==> src/rtl/hms_time_counter_if.sv <==
// Control and display bundle of the time-of-day counter.
// master: the side that drives the mode/set/increment controls.
// slave: the counter, which drives the display values and the pulses.
interface hms_time_counter_if;
    logic       mode_24h;
    logic       set_en;
    logic       inc_hour;
    logic       inc_min;
    logic       clr_sec;
    logic [4:0] hour_disp;
    logic [5:0] min;
    logic [5:0] sec;
    logic       pm;
    logic       tick_1hz;
    logic       day_wrap;

    modport master (
        output mode_24h, set_en, inc_hour, inc_min, clr_sec,
        input  hour_disp, min, sec, pm, tick_1hz, day_wrap
    );

    modport slave (
        input  mode_24h, set_en, inc_hour, inc_min, clr_sec,
        output hour_disp, min, sec, pm, tick_1hz, day_wrap
    );
endinterface

==> src/rtl/hms_time_counter.sv <==
// Time-of-day counter: prescales clk to a 1 Hz tick, counts hh:mm:ss on a
// 24 h base, and offers a set mode in which time is frozen and the hour and
// minute can be stepped and the seconds cleared.
module hms_time_counter #(
    parameter int TICK_DIV = 50_000_000,
    parameter int DIV_W    = 26
) (
    input  logic               clk,
    input  logic               rst,
    hms_time_counter_if.slave  bus
);

    logic [DIV_W-1:0] presc;
    logic [5:0]       sec_q;
    logic [5:0]       min_q;
    logic [4:0]       hour24;
    logic             tick_q;
    logic             wrap_q;
    logic [4:0]       disp;

    logic presc_last;
    logic run_tick;
    logic at_day_end;

    assign presc_last = (presc == DIV_W'(TICK_DIV - 1));
    // Set mode wins over a tick falling on the same edge.
    assign run_tick   = !bus.set_en && presc_last;
    assign at_day_end = (sec_q == 6'd59) && (min_q == 6'd59) && (hour24 == 5'd23);

    // Prescaler plus registered tick and day-wrap pulses.
    always_ff @(posedge clk) begin
        if (rst) begin
            presc  <= '0;
            tick_q <= 1'b0;
            wrap_q <= 1'b0;
        end else begin
            tick_q <= run_tick;
            wrap_q <= run_tick && at_day_end;
            if (bus.set_en || presc_last) begin
                presc <= '0;
            end else begin
                presc <= presc + 1'b1;
            end
        end
    end

    // Time registers: manual adjustment in set mode, full carry chain on a tick.
    always_ff @(posedge clk) begin
        if (rst) begin
            sec_q  <= '0;
            min_q  <= '0;
            hour24 <= '0;
        end else if (bus.set_en) begin
            if (bus.inc_hour) begin
                hour24 <= (hour24 == 5'd23) ? 5'd0 : hour24 + 5'd1;
            end
            if (bus.inc_min) begin
                min_q <= (min_q == 6'd59) ? 6'd0 : min_q + 6'd1;
            end
            if (bus.clr_sec) begin
                sec_q <= '0;
            end
        end else if (run_tick) begin
            if (sec_q == 6'd59) begin
                sec_q <= '0;
                if (min_q == 6'd59) begin
                    min_q  <= '0;
                    hour24 <= (hour24 == 5'd23) ? 5'd0 : hour24 + 5'd1;
                end else begin
                    min_q <= min_q + 6'd1;
                end
            end else begin
                sec_q <= sec_q + 6'd1;
            end
        end
    end

    // Display hour decode: 24 h passes through, 12 h maps 0 -> 12 and 13..23 -> 1..11.
    always_comb begin
        disp = hour24;
        if (!bus.mode_24h) begin
            if (hour24 == 5'd0) begin
                disp = 5'd12;
            end else if (hour24 > 5'd12) begin
                disp = hour24 - 5'd12;
            end
        end
    end

    assign bus.hour_disp = disp;
    assign bus.min       = min_q;
    assign bus.sec       = sec_q;
    assign bus.pm        = (hour24 >= 5'd12);
    assign bus.tick_1hz  = tick_q;
    assign bus.day_wrap  = wrap_q;

    hour_range_a:  assert property (@(posedge clk) hour24 <= 5'd23);
    min_range_a:   assert property (@(posedge clk) min_q <= 6'd59);
    sec_range_a:   assert property (@(posedge clk) sec_q <= 6'd59);
    presc_range_a: assert property (@(posedge clk) presc <= DIV_W'(TICK_DIV - 1));

endmodule

==> src/flat_wrapper.sv <==
// flat-port wrapper written by rule: the top's interface ports become plain ports
module hms_time_counter_flat 
#(
    parameter int TICK_DIV = 50_000_000,
    parameter int DIV_W    = 26
)
  (clk, rst, bus_mode_24h, bus_set_en, bus_inc_hour, bus_inc_min, bus_clr_sec, bus_hour_disp, bus_min, bus_sec, bus_pm, bus_tick_1hz, bus_day_wrap);
  hms_time_counter_if bus_i ();
  input  logic clk;
  input  logic rst;
  input wire logic [$bits(bus_i.mode_24h)-1:0] bus_mode_24h;
  input wire logic [$bits(bus_i.set_en)-1:0] bus_set_en;
  input wire logic [$bits(bus_i.inc_hour)-1:0] bus_inc_hour;
  input wire logic [$bits(bus_i.inc_min)-1:0] bus_inc_min;
  input wire logic [$bits(bus_i.clr_sec)-1:0] bus_clr_sec;
  output wire logic [$bits(bus_i.hour_disp)-1:0] bus_hour_disp;
  output wire logic [$bits(bus_i.min)-1:0] bus_min;
  output wire logic [$bits(bus_i.sec)-1:0] bus_sec;
  output wire logic [$bits(bus_i.pm)-1:0] bus_pm;
  output wire logic [$bits(bus_i.tick_1hz)-1:0] bus_tick_1hz;
  output wire logic [$bits(bus_i.day_wrap)-1:0] bus_day_wrap;
  assign bus_i.mode_24h = bus_mode_24h;
  assign bus_i.set_en = bus_set_en;
  assign bus_i.inc_hour = bus_inc_hour;
  assign bus_i.inc_min = bus_inc_min;
  assign bus_i.clr_sec = bus_clr_sec;
  assign bus_hour_disp = bus_i.hour_disp;
  assign bus_min = bus_i.min;
  assign bus_sec = bus_i.sec;
  assign bus_pm = bus_i.pm;
  assign bus_tick_1hz = bus_i.tick_1hz;
  assign bus_day_wrap = bus_i.day_wrap;
  hms_time_counter #(.TICK_DIV(TICK_DIV), .DIV_W(DIV_W)) u_core (.clk(clk), .rst(rst), .bus(bus_i));
endmodule
==> config.mk <==
export PLATFORM = sky130hd
export DESIGN_NAME = hms_time_counter_flat
export DESIGN_NICKNAME = d
export VERILOG_FILES = /design/src/rtl/hms_time_counter_if.sv /design/src/rtl/hms_time_counter.sv /design/src/flat_wrapper.sv
export SDC_FILE = /design/constraint.sdc
export NUM_CORES = 1
export LEC_CHECK = 0
export ABC_AREA = 1
export BUFFER_PORTS_ARGS = -buffer_cell sky130_fd_sc_hd__buf_4
export CAP_MARGIN = 0
export CORE_MARGIN = 2
export CORE_UTILIZATION = 55
export CTS_BUF_LIST = sky130_fd_sc_hd__clkbuf_4
export DETAILED_ROUTE_END_ITERATION = 10
export PLACE_DENSITY = 0.75
export SETUP_SLACK_MARGIN = 0.05
export SYNTH_ARGS = -nofsm -noshare
export SYNTH_HDL_FRONTEND = slang
export SYNTH_SLANG_ARGS = --single-unit
==> constraint.sdc <==
create_clock -name clk -period 2.6 [get_ports clk]
set_input_delay 0.26 -clock clk [delete_from_list [all_inputs] [get_ports clk]]
set_output_delay 0.26 -clock clk [all_outputs]
set_load 0.01 [all_outputs]
== Word level (Yosys, flattened, before mapping) ==
Cells that the tools add are included.

* $add $sub $neg: 5
* $lt $le $gt $ge: 2
* Eq/ne operators: 7
* Multiplexer cells: 18
* Reduce and logical (&&, ||, !) cells: 14

{| class="wikitable"
|+ Operator list
! kind !! number
|-
| $mux W6 || 9
|-
| $mux W5 || 9
|-
| $add A26 B1 Y26 const B || 1
|-
| $eq A26 B26 Y1 const B || 1
|-
| $add A6 B1 Y6 const B || 2
|-
| $eq A6 B6 Y1 const B || 2
|-
| $ne A2 B1 Y1 const B || 3
|-
| $reduce_bool A2 Y1 || 3
|-
| $add A5 B1 Y5 const B || 1
|-
| $eq A5 B5 Y1 const B || 1
|-
| $ge A5 B4 Y1 const B || 1
|-
| $gt A5 B4 Y1 const B || 1
|-
| $logic_not A5 Y1 || 1
|-
| $sub A5 B4 Y5 const B || 1
|-
| $logic_and A1 B1 Y1 || 4
|-
| $reduce_and A4 Y1 || 1
|-
| $reduce_and A3 Y1 || 1
|-
| $reduce_and A2 Y1 || 1
|-
| $reduce_or A2 Y1 || 1
|-
| $logic_not A1 Y1 || 1
|-
| $logic_or A1 B1 Y1 || 1
|}

* Bits in registers: 45
* Input bits: 7
* Output and inout port bits: 20

== Depth between registers and ports, before layout ==
Gate-level depths: netlist (run 1).

* Depth after elaboration: 6
* Mapped depth: 11
* Depth with buffers taken out: 11

== Worst setup path after synthesis (run 1) ==
OpenSTA, ideal clock, no wires.

* Kind: reg-to-reg
* From: register u_core.sec_q[0], in the netlist u_core.bus.sec[0]
* To: register u_core.min_q[2], in the netlist u_core.bus.min[2]
* Arrival time: 1350 ps
* Required time: 2468 ps
* Setup slack: 1118 ps
* Cell stages (with the launch flop): 9
* Buffers on the path: 0
* Period minus slack after synthesis: 1482 ps
* Cell sequence: dfxtp_1 ha_1 nand3_1 nor2_2 nor2_2 nor2_4 nand2_1 nand2_1 a21oi_1

* Longest elaborated chain between the ends: 3

{| class="wikitable"
|+ RTL lines
! item !! RTL line !! text
|-
| from (decl) || hms_time_counter.sv:14 || <nowiki>logic [5:0] sec_q;</nowiki>
|-
| from (signal assigned) || hms_time_counter.sv:73 || <nowiki>sec_q <= sec_q + 6'd1;</nowiki>
|-
| $eq A6 B6 Y1 || hms_time_counter.sv:64 || <nowiki>if (sec_q == 6'd59) begin</nowiki>
|-
| $reduce_bool A2 Y1 (no line) || -- ||
|-
| $reduce_and A3 Y1 (no line) || -- ||
|-
| to (signal assigned) || hms_time_counter.sv:58 || <nowiki>min_q <= (min_q == 6'd59) ? 6'd0 : min_q + 6'd1;</nowiki>
|-
| to (signal assigned) || hms_time_counter.sv:70 || <nowiki>min_q <= min_q + 6'd1;</nowiki>
|-
| to (decl) || hms_time_counter.sv:15 || <nowiki>logic [5:0] min_q;</nowiki>
|}

Every way passes these cells.
A chain may end at the register's enable or synchronous reset.

== Final worst setup path (run 1) ==
* From: register u_core.hour24[2]
* To: output port bus_hour_disp[3]

* Longest elaborated chain between the ends: 4
* Elaborated cells between the ends (all ways): 6
* Classes of those cells: add/sub: 1; order compare: 1; mux: 3; reduce/logical: 1

{| class="wikitable"
|+ RTL lines
! item !! RTL line !! text
|-
| from (decl) || hms_time_counter.sv:16 || <nowiki>logic [4:0] hour24;</nowiki>
|-
| from (signal assigned) || hms_time_counter.sv:55 || <nowiki>hour24 <= (hour24 == 5'd23) ? 5'd0 : hour24 + 5'd1;</nowiki>
|-
| from (signal assigned) || hms_time_counter.sv:68 || <nowiki>hour24 <= (hour24 == 5'd23) ? 5'd0 : hour24 + 5'd1;</nowiki>
|-
| $sub A5 B4 Y5 / $gt A5 B4 Y1 (equally long branches) || hms_time_counter.sv:85, hms_time_counter.sv:84 ||
|-
| $mux W5 || hms_time_counter.sv:84 || <nowiki>end else if (hour24 > 5'd12) begin</nowiki>
|-
| $mux W5 (*) || hms_time_counter.sv:82 || <nowiki>if (hour24 == 5'd0) begin</nowiki>
|-
| $mux W5 (*) || hms_time_counter.sv:81 || <nowiki>if (!bus.mode_24h) begin</nowiki>
|-
| to (decl) || flat_wrapper.sv:16 || <nowiki>output wire logic [$bits(bus_i.hour_disp)-1:0] bus_hour_disp;</nowiki>
|}

Mark *: on every way between the ends. The rest lies on a longest branch, timed or not.

==> results.md, run 1 <==
| Result | This run | Unit |
|---|---|---|
| CP Data Arrival Time | 1750 | ps |
| Overflow after GRT | 0 | - |
| Count of synthesis-stage warnings from yosys | 0 | - |
| Final RePlAce weighted congestion | 0.921 | - |
| First-pass GRT wire length | 9570 | µm |
| Worst relative slew slack | 75.1 | % |
| Clock Latency Late Sink | 360 | ps |
| Min cycle time layout | 2010 | ps |
| Max Cap Viol | 0 | - |
| Critical Path Source Type | register | - |
| Largest voltage drop on the vdd net | 247 | µV |
| Number of antenna violations at the first check in global routing | 0 | - |
| # rows | 25 | - |
| Post-Syn Nets | 407 | - |
| Number of hold-slack violations in the final timing report | 0 | - |
| Max incr delay on CP | 490 | ps |
| Antenna Cells | 0 | - |
| Post-synthesis sequential area ratio | 34.1 | % |
| Utilization after layout | 63.1 | % |
| Depth of the most critical reg-to-reg path | 10 | - |
| Number of top-level design ports | 27 | - |
| CTS Root Buffer Type | clkbuf_4 | - |
| Core area | 0.00469 | mm² |
| Detail-routed net length per standard cell | 11.8 | µm |
| Wire length reported by the detailed router | 5610 | µm |
| Final max-slew violation count | 0 | - |
| Total clock sinks | 45 | - |
| Reg2reg setup slack | 810 | ps |
| Count of mapped cells out of synthesis | 392 | - |
| Beginning of the critical path | u_core.hour24[2] | - |
| Total power per unit cell area | 428 | mW/mm² |
| Final worst clock skew | 11.3 | ps |
| Number of buffers inserted during clock tree synthesis | 5 | - |
| Antenna-violating nets left | 0 | - |
| Worst Max-Slew Pin Slew | 373 | ps |
| Startpoint-to-endpoint class of the critical path | reg2out | - |
| Crit share post-route | 77.3 | % |
| Non-Filler Instances | 476 | - |
| CTS tree | done | - |
| Number of global-route vias before repair | 2162 | - |
| Reg-to-Reg Start | u_core.presc[0] | - |
| Combined area of all synthesized cells | 0.00265 | mm² |
| Setup tns final | 0 | ps |
| Remaining routing DRC violations | 0 | - |
| List of cells traversed by the critical path | a21oi_1 > or2_2 > nor2_1 > nand2_1 > o211ai_1 > buf_4 | - |
| Floorplan die height | 73.4 | µm |
| Yosys reg bits | 45 | - |
| Critical R2R Capture | u_core.presc[21] | - |
| Layout Area Growth over Synthesis | 11.9 | % |
| H-tree depth | 2 | - |
| Post-DP HPWL | 4290 | µm |
| Global-route total usage across every layer | 22.6 | % |
| Count of buffers added by post-CTS timing repair for setup | 0 | - |
| Number of I/O port buffers | 26 | - |
| Detailed-routing iteration count for the pre-antenna-repair pass | 4 | - |
| Clock transition at the registers of the reported paths | 120 | ps |
| CTS max path bufs | 2 | - |
| Most frequent cells in the layout | 81 x nand2_1, 71 x nor2_1, 45 x dfxtp_1 | - |
| Max stage delay cell, worst path | dfxtp_1 | - |
| Post-synth cell types | 31 | - |
| Ratio of cells with drive above 1 in the final layout | 18.0 | % |
| Number of gates resized after cts | 0 | - |
| CP endpoint kind | output pin | - |
| Total number of nets in the final design | 436 | - |
| Worst hold slack | 135 | ps |
| Cell total after placement | 468 | - |
| Leading cell type in the layout, fill and taps excluded | nand2_1 | - |
| Setup repair after global routing missed its margin | false | - |
| Chip width | 73.4 | µm |
| Top achievable clock speed | 497 | MHz |
| Post-synthesis average cell area | 6.75 | µm² |
| Leakage power | 0.00114 | µW |
| Total via count in the routed design | 2435 | - |
| Run status | finished clean | - |
| Highest net fanout along the worst path | 7 | - |
| CTS Hold Bufs | 0 | - |
| Path class of the lowest-slack min-delay path | in2reg | - |
| Initial core utilization | 56.4 | % |
| Total setup violations reported at the end of the flow | 0 | - |
| Largest net degree at the start of global routing | 14 | - |
| Worst Path Required | 2340 | ps |
| End of the critical path | bus_hour_disp[3] | - |
| Area enclosed by the die boundary | 0.00538 | mm² |
| Via density per instance | 5.12 | - |
| Violation count after the first detailed-route iteration | 110 | - |
[per-layer routing]
| layer | vias to the layer above | wire [µm] | track usage (%) |
|---|---|---|---|
| met5 | - | 0 | 0 |
| met4 | 0 | 120 | 12.1 |
| met3 | 13 | 181 | 3.29 |
| met2 | 45 | 2510 | 34.4 |
| met1 | 1082 | 2790 | 30.9 |
| li1 | 1295 | - | - |
[worst max-delay path, delay by kind of cell (launching register included)]
| family | cells | cell delay, ps |
|---|---|---|
| simple gates | 3 | 540 |
| compound gates | 2 | 220 |
| buf+inv | 1 | 150 |
| flops | 1 | 490 |
[through the flow]
stage	area, µm²	total power, µW	worst slack [ps]
5_1_grt	2960	1320	451
3_3_place_gp	2880	849	895
6_report	2960	1270	589
3_5_place_dp	2880	851	819
4_1_cts	2960	1280	578
2_1_floorplan	2650	808	1120
[worst min-delay path by stage]
stage                     from                 to  slack, ps  depth (start not counted)
5_1_grt                    rst  u_core.bus.sec[3]        120                          2
2_1_floorplan       bus_set_en  u_core.bus.sec[2]        440                          3
6_report                   rst  u_core.bus.min[1]        130                          2
3_3_place_gp   u_core.presc[0]    u_core.presc[0]        450                          1
4_1_cts                    rst  u_core.bus.min[1]        120                          2
3_5_place_dp   u_core.presc[0]    u_core.presc[0]        470                          1
[synth_stat cells]
cell type  instances  area share [%]
a21oi_1           21             4.0
a22oi_1            1            0.28
and2_4             1            0.33
buf_2              1            0.19
buf_4              2            0.57
buf_8              1            0.57
clkbuf_1           2            0.28
clkinv_2           2            0.38
dfxtp_1           45              34
ha_1               8             3.8
inv_1             36             5.1
inv_2              5            0.71
nand2_1           81              11
nand2_2            9             2.1
nand2_4            1            0.43
nand3_1           40             7.6
nand3_2            2            0.76
nand3b_1           3            0.85
nand4_1            2            0.47
nor2_1            71              10
nor2_2             9             2.1
nor2_4             4             1.7
nor3_1            11             2.1
nor3_2             2            0.76
nor3b_1            1            0.28
o211ai_1           1            0.28
o21ai_0            4            0.76
o31ai_1            1            0.28
or2_2              6             1.4
xnor2_1            8             2.6
xor2_1            11             3.6
[area by class of cell]
cell class                 count  area [µm²]
clock buffer                   6        45.0
tap                           54        67.6
multi-input combinational    298        1540
timing repair buffer          28         210
fill                         462        1730
inverter                      43         164
clock inverter                 2        33.8
sequential                    45         901
[power by group]
group,internal [µW],leakage [µW],switching (µW)
Clock,211,0.0000433,221
Combinational,50.1,0.000736,70.8
Sequential,700,0.000364,13.7
Total,961,0.00114,306
[registers in the layout (all words and copies together), names as in the netlist]
signal and cells:
u_core.bus.tick_1hz 1, u_core.bus.day_wrap 1, u_core.hour24 5, u_core.bus.min 6, u_core.bus.sec 6, u_core.presc 26
[cells by family (layout without fill, tap and decap cells)]
| kind of cell | count (synthesis) | in the layout | synth area share, % |
|---|---|---|---|
| flops | 45 | 45 | 34.1 |
| simple gates | 243 | 243 | 42.5 |
| xor+xnor | 19 | 19 | 6.29 |
| fa+ha+maj | 8 | 8 | 3.78 |
| buf+inv | 49 | 79 | 7.80 |
| compound gates | 28 | 28 | 5.58 |
No activity file was read; power rests on OpenSTA's default activity.
==> inputs of run 2 (changes only) <==
Settings changed: PLACE_DENSITY 0.75 to 0.78.
Clock period 2.6 ns to 1.8 ns, I/O delays scaled along.
==> run 2 against run 1 <==
Routed wire length up 10%. Largest power group unchanged. Final area up 6.6%. Largest cell class unchanged. Critical path depth fell by 2. Hold slack worse by 96 ps.
==> results.md, run 2 (synthesis gave the netlist of run 1 again) <==
| Result | This run | Unit | vs previous |
|---|---|---|---|
| Max stage delay cell, worst path | dfxtp_4 | - |  |
| Final max-slew violation count | 0 | - | unchanged |
| Global-route total usage across every layer | 23.4 | % | +0.73 points |
| CP Data Arrival Time | 1550 | ps | -200 ps |
| Clock transition at the registers of the reported paths | 140 | ps | +20 ps |
| Depth of the most critical reg-to-reg path | 11 | - | +1 |
| Number of buffers inserted during clock tree synthesis | 5 | - | unchanged |
| Max Cap Viol | 0 | - | unchanged |
| CTS Root Buffer Type | clkbuf_4 | - |  |
| Detailed-routing wirelength on met1 | 2970 | µm | +6.4% |
| Met3 routed wirelength | 230 | µm | +27% |
| Seq pwr share | 54.3 | % | -2.1 points |
| Critical Path Source Type | register | - |  |
| Min cycle time layout | 1730 | ps |  |
| Overflow after GRT | 0 | - | unchanged |
| Seq. cell area | 920 | µm² | +2.1% |
| Combined area of the multi-input logic cells | 0.00162 | mm² | +5.1% |
| Register name with the most flops | u_core.presc | - |  |
| Setup repair after global routing missed its margin | true | - |  |
| Total setup violations reported at the end of the flow | 0 | - | unchanged |
| Leading cell type in the layout, fill and taps excluded | nand2_1 | - |  |
| Number of buffer and inverter stages on the critical path | 1 | - | unchanged |
| Antenna Cells | 0 | - | unchanged |
| H-tree depth | 2 | - | unchanged |
| Beginning of the critical path | u_core.hour24[2] | - |  |
| End of the critical path | bus_hour_disp[4] | - |  |
| Proportion of power drawn by combinational gates | 11.7 | % | +2.2 points |
| Largest net degree at the start of global routing | 16 | - | +2 |
| Final worst clock skew | 11.3 | ps | -0.0550 ps |
| CTS Hold Bufs | 0 | - | unchanged |
| Logic depth of the worst setup path including buffers | 4 | - | -2 |
| Total via count in the routed design | 2585 | - | +6.2% |
| Worst relative slew slack | 75.8 | % | +0.69 points |
| Reg-to-Reg Start | u_core.presc[0] | - |  |
| Number of global-route vias before repair | 2254 | - | +4.3% |
| Net switching fraction of the power | 26.2 | % | +2.0 points |
| Antenna-violating nets left | 0 | - | unchanged |
| Number of top-level design ports | 27 | - | unchanged |
| # rows | 25 | - | unchanged |
| Routed wire length on met2 | 2900 | µm | +16% |
| Worst Path Required | 1620 | ps | -720 ps |
| List of cells traversed by the critical path | ha_2 > xor2_1 > o31ai_4 > buf_6 | - |  |
| Internal power consumption | 1400 | µW | +46% |
| Total clock sinks | 45 | - | unchanged |
| CTS tree | done | - |  |
| Critical R2R Capture | u_core.hour24[3] | - |  |
| Total number of nets in the final design | 447 | - | +2.5% |
| Post-DP HPWL | 4500 | µm | +5.1% |
| Ratio of cells with drive above 1 in the final layout | 26.1 | % | +8.1 points |
| Startpoint-to-endpoint class of the critical path | reg2out | - |  |
| Number of flip-flops in the largest register | 26 | - | unchanged |
| Crit share post-route | 96.0 | % |  |
| Top sig layer | met4 | - |  |
| Initial core utilization | 56.4 | % | unchanged |
| Clock network fraction of design power | 34.0 | % | about the same |
| Largest voltage drop on the vdd net | 400 | µV | +62% |
| Number of hold-slack violations in the final timing report | 0 | - | unchanged |
| Worst hold slack | 39.1 | ps | -95.8 ps |
| Top achievable clock speed | 579 | MHz |  |
| Power spent charging and discharging nets | 497 | µW | +63% |
| Clock Latency Late Sink | 370 | ps | about the same |
| Most frequent cells in the layout | 81 x nand2_1, 68 x nor2_1, 38 x nand3_1, 38 x buf_4, 36 x dfxtp_1 | - |  |
| Max incr delay on CP | 420 | ps | -70 ps |
| Reg2reg setup slack | 180 | ps | -630 ps |
| Area enclosed by the die boundary | 0.00538 | mm² | unchanged |
| Final RePlAce weighted congestion | 0.871 | - | -5.4% |
| Detailed-routing iteration count for the pre-antenna-repair pass | 5 | - | +1 |
| Total power per unit cell area | 602 | mW/mm² | +41% |
| Total design power | 1900 | µW | +50% |
| Highest net fanout along the worst path | 5 | - | -2 |
| Floorplan die height | 73.4 | µm | unchanged |
| Worst Max-Slew Pin Slew | 363 | ps | -10.4 ps |
| Kind of cell adding the most delay to the critical path | flip-flops | - |  |
| Number of antenna violations at the first check in global routing | 0 | - | unchanged |
| Via density per instance | 5.31 | - | +3.8% |
| Run status | finished clean | - |  |
| Core area | 0.00469 | mm² | unchanged |
| Layout Area Growth over Synthesis | 19.2 | % |  |
| Detail-routed net length per standard cell | 12.7 | µm | +8.0% |
| Wire length reported by the detailed router | 6200 | µm | +10% |
| Number of I/O port buffers | 26 | - | unchanged |
| Path class of the lowest-slack min-delay path | in2reg | - |  |
| First-pass GRT wire length | 9940 | µm | +3.8% |
| Number of filler cells placed in the layout | 396 | - | -14% |
| Chip width | 73.4 | µm | unchanged |
| Utilization after layout | 67.2 | % | +4.1 points |
| Leakage power | 0.00121 | µW | +6.0% |
| Violation count after the first detailed-route iteration | 241 | - | +120% |
| Remaining routing DRC violations | 0 | - | unchanged |
| CP endpoint kind | output pin | - |  |
| CTS max path bufs | 2 | - | unchanged |
==> run 2: repair_timing <==
action,in CTS,in global routing
setup endpoints to repair,5,26
pin swaps,3,5
buffers inserted,3,5
resized for setup,14,24
==> run 2: area by class of cell <==
type,count,share of cell area [%]
Multi-Input combinational cell,298,51.3
Sequential cell,45,29.2
Timing Repair Buffer,39,9.40
Inverter,43,5.36
Tap cell,54,2.14
Clock inverter,3,1.47
Clock buffer,5,1.19
==> run 2: how the worst min path moves through the flow <==
stage | start | end | depth (start not counted)
after floorplan | bus_set_en | u_core.bus.sec[2] | 3
after global placement | rst | u_core.bus.min[3] | 2
after detailed placement | rst | u_core.bus.min[2] | 2
after CTS | rst | u_core.bus.sec[2] | 2
after global routing | rst | u_core.bus.sec[2] | 2
final | rst | u_core.bus.min[0] | 2
==> run 2: metal layers <==
| metal | track usage (%) | vias to the layer above |
|---|---|---|
| met5 | 0 | - |
| met4 | 8.08 | 0 |
| met3 | 4.53 | 9 |
| met2 | 36.3 | 65 |
| met1 | 32.3 | 1193 |
| li1 | - | 1318 |
==> run 2: stage by stage <==
stage / setup WS, ps / cell area, µm² / std cells / setup TNS, ps
2_1_floorplan: 318 / 2650 / 392 / 0
3_3_place_gp: 205 / 2900 / 471 / 0
3_5_place_dp: 167 / 2900 / 471 / 0
4_1_cts: 62.1 / 3040 / 482 / 0
5_1_grt: -6.42 / 3150 / 487 / -11.9
6_report: 72.7 / 3150 / 487 / 0
==> run 2: power by group through the flow <==
stage | clock network (µW) | logic [µW] | registers [µW]
3_3_place_gp | 0 | 177 | 1050
4_1_cts | 668 | 193 | 1030
6_report | 646 | 222 | 1030
5_1_grt | 707 | 245 | 1030
3_5_place_dp | 0 | 179 | 1050
2_1_floorplan | 0 | 116 | 1050
==> inputs of run 3 (changes only) <==
Settings changed: BUFFER_PORTS_ARGS -buffer_cell sky130_fd_sc_hd__buf_4 to -buffer_cell sky130_fd_sc_hd__buf_2, CORE_MARGIN 2 to 10.
==> run 3 against run 2 <==
Die area rose by 48%. Total power rose by 5.0%. Sequential power barely moved. Clock skew barely moved. Worst setup slack got worse by 16 ps. Sequential share of layout area rose by 0.55 points. Clock power rose by 18%. Via count fell by 2.1%. Critical path depth rose by 4. Non-clock buffer count fell by 6. Global-route usage fell by 7.9 points. Critical endpoint is now bus_hour_disp[3]. Largest power group unchanged.
==> results.md, run 3 (synthesis gave the netlist of run 1 again) <==
| Result | This run | Unit | vs previous |
|---|---|---|---|
| Run status | finished clean | - |  |
| Number of antenna violations at the first check in global routing | 0 | - | unchanged |
| Antenna-violating nets left | 0 | - | unchanged |
| Max stage delay cell, worst path | dfxtp_2 | - |  |
| CTS Root Buffer Type | clkbuf_4 | - |  |
| Wire length reported by the detailed router | 6080 | µm | -1.9% |
| Most frequent cells in the layout | 81 x nand2_1, 69 x nor2_1, 38 x dfxtp_1 | - |  |
| Ratio of cells with drive above 1 in the final layout | 24.8 | % | -1.3 points |
| Violation count after the first detailed-route iteration | 150 | - | -38% |
| Overflow after GRT | 0 | - | unchanged |
| CP endpoint kind | output pin | - |  |
| Register name with the most flops | u_core.presc | - |  |
| Top achievable clock speed | 574 | MHz | -0.89% |
| CP Data Arrival Time | 1560 | ps | about the same |
| Leading cell type in the layout, fill and taps excluded | nand2_1 | - |  |
| CTS max path bufs | 2 | - | unchanged |
| Final RePlAce weighted congestion | 0.902 | - | +3.6% |
| Total clock sinks | 45 | - | unchanged |
| Placed standard-cell area | 0.00284 | mm² | -2.2% |
| Chip width | 89.4 | µm | +22% |
| Final max-slew violation count | 0 | - | unchanged |
| Area enclosed by the die boundary | 0.00798 | mm² | +48% |
| Worst relative slew slack | 75.8 | % | about the same |
| Floorplan die height | 89.4 | µm | +22% |
| Largest voltage drop on the vdd net | 405 | µV | +1.2% |
| Global-route met1 utilization | 20.4 | % | -12 points |
| Clock Latency Late Sink | 360 | ps | about the same |
| List of cells traversed by the critical path | inv_2 > ha_4 > nand3_2 > inv_2 > nor2_4 > nand2_1 > o211ai_1 > buf_2 | - |  |
| Final design area excluding fillers | 0.00308 | mm² | -2.4% |
| Clock network fraction of design power | 38.2 | % | +4.2 points |
| Seq pwr share | 51.8 | % | -2.5 points |
| Final worst clock skew | 11.6 | ps | +0.366 ps |
| Power spent charging and discharging nets | 474 | µW | -4.7% |
| Most Frequent Cell on Critical Path | inv_2 | - |  |
| Kind of cell adding the most delay to the critical path | flip-flops | - |  |
| Net switching fraction of the power | 23.8 | % | -2.4 points |
| Path class of the lowest-slack min-delay path | in2reg | - |  |
| Met2 global-route usage | 23.8 | % | -13 points |
| Layout Area Growth over Synthesis | 16.4 | % |  |
| Highest net fanout along the worst path | 3 | - | -2 |
| Setup repair after global routing missed its margin | true | - |  |
| # rows | 25 | - | unchanged |
| Min cycle time layout | 1740 | ps | +15.6 ps |
| Remaining routing DRC violations | 0 | - | unchanged |
| Max incr delay on CP | 380 | ps | -40 ps |
| Global-route total usage across every layer | 15.5 | % | -7.9 points |
| Total design power | 1990 | µW | +5.0% |
| Crit share post-route | 96.8 | % | +0.87 points |
| Initial core utilization | 56.4 | % | unchanged |
| Number of I/O port buffers | 26 | - | unchanged |
| Critical Path Source Type | register | - |  |
| Via density per instance | 5.26 | - | -0.91% |
| Number of flip-flops in the largest register | 26 | - | unchanged |
| Number of buffers inserted during clock tree synthesis | 5 | - | unchanged |
| Largest net degree at the start of global routing | 15 | - | -1 |
| Startpoint-to-endpoint class of the critical path | reg2out | - |  |
| Fraction of met3 tracks used by global routing | 4.10 | % | -0.42 points |
| Total setup violations reported at the end of the flow | 0 | - | unchanged |
| Number of global-route vias before repair | 2285 | - | +1.4% |
| Clock transition at the registers of the reported paths | 130 | ps | about the same |
| Detailed-routing iteration count for the pre-antenna-repair pass | 4 | - | -1 |
| CTS tree | done | - |  |
| Internal power consumption | 1520 | µW | +8.4% |
| Number of top-level design ports | 27 | - | unchanged |
| Leakage power | 0.00119 | µW | -2.1% |
| Post-DP HPWL | 4570 | µm | +1.5% |
| H-tree depth | 2 | - | unchanged |
| Worst Max-Slew Pin Slew | 360 | ps | -2.52 ps |
| Core area | 0.00469 | mm² | unchanged |
| First-pass GRT wire length | 10100 | µm | +1.3% |
| Worst Path Required | 1620 | ps | about the same |
| Proportion of power drawn by combinational gates | 10.1 | % | -1.6 points |
| Number of hold-slack violations in the final timing report | 0 | - | unchanged |
| Max Cap Viol | 0 | - | unchanged |
| Detail-routed net length per standard cell | 12.6 | µm | -0.71% |
| Most Crowded Layer GR | met2 | - |  |
| Total via count in the routed design | 2530 | - | -2.1% |
| Antenna Cells | 0 | - | unchanged |
| Total power per unit cell area | 648 | mW/mm² | +7.5% |
| Total number of nets in the final design | 441 | - | -1.3% |
| Number of buffer and inverter stages on the critical path | 3 | - | +2 |
-- run 3: cell types whose count changed in the layout (fill, tap and decap cells not counted), moves of 2 or more --
cell / change
buf_4: -31
buf_2: +26
nor2_2: -3
dfxtp_1: +2
inv_2: +2
nand3_4: +2
nor2_4: +2
-- run 3: power by group through the flow --
stage / sequential [µW] / combinational (µW) / clock (µW)
floorplan: 1050 / 116 / 0
global placement: 1050 / 164 / 0
detailed placement: 1050 / 168 / 0
CTS: 1030 / 179 / 773
global route: 1040 / 223 / 823
finish: 1030 / 201 / 760
-- run 3: area by class of cell --
| class | instances | area [µm²] |
|---|---|---|
| multi-input cells | 298 | 1640 |
| fillers | 410 | 1610 |
| flip-flops and latches | 45 | 915 |
| repair buffers | 33 | 183 |
| inverters | 43 | 166 |
| well taps | 54 | 67.6 |
| clock inverters | 3 | 65.1 |
| clock buffers | 5 | 37.5 |
-- run 3: metrics by stage --
step	util [%]	hold WS [ps]	setup slack, ps	setup TNS (ps)	std cells
after floorplan	-	360	318	0	392
after global placement	60.5	459	199	0	471
after detailed placement	60.5	471	179	0	471
after CTS	63.5	90.5	46.7	0	481
after global routing	65.6	102	-68.7	-99.7	481
final	65.6	104	57.1	0	481
-- run 3: metal layers --
layer,wire (µm),vias up
met5,0,-
met4,61,0
met3,295,9
met2,2890,51
met1,2830,1166
li1,-,1304
-- run 3: final timing paths --
path	depth (start not counted)	endpoint	start	slack, ps
setup / recovery	8	bus_hour_disp[3]	u_core.hour24[1]	60
hold / removal	2	u_core.bus.min[1]	rst	100
setup reg to reg	11	u_core.bus.min[0]	u_core.presc[0]	190
hold reg to reg	1	u_core.presc[0]	u_core.presc[0]	460
-- run 3: repair_timing --
item	CTS	global route
pin swaps	3	4
hold buffers	0	0
gates resized for setup	13	25
endpoints found under the setup margin	5	24
setup buffers	2	0
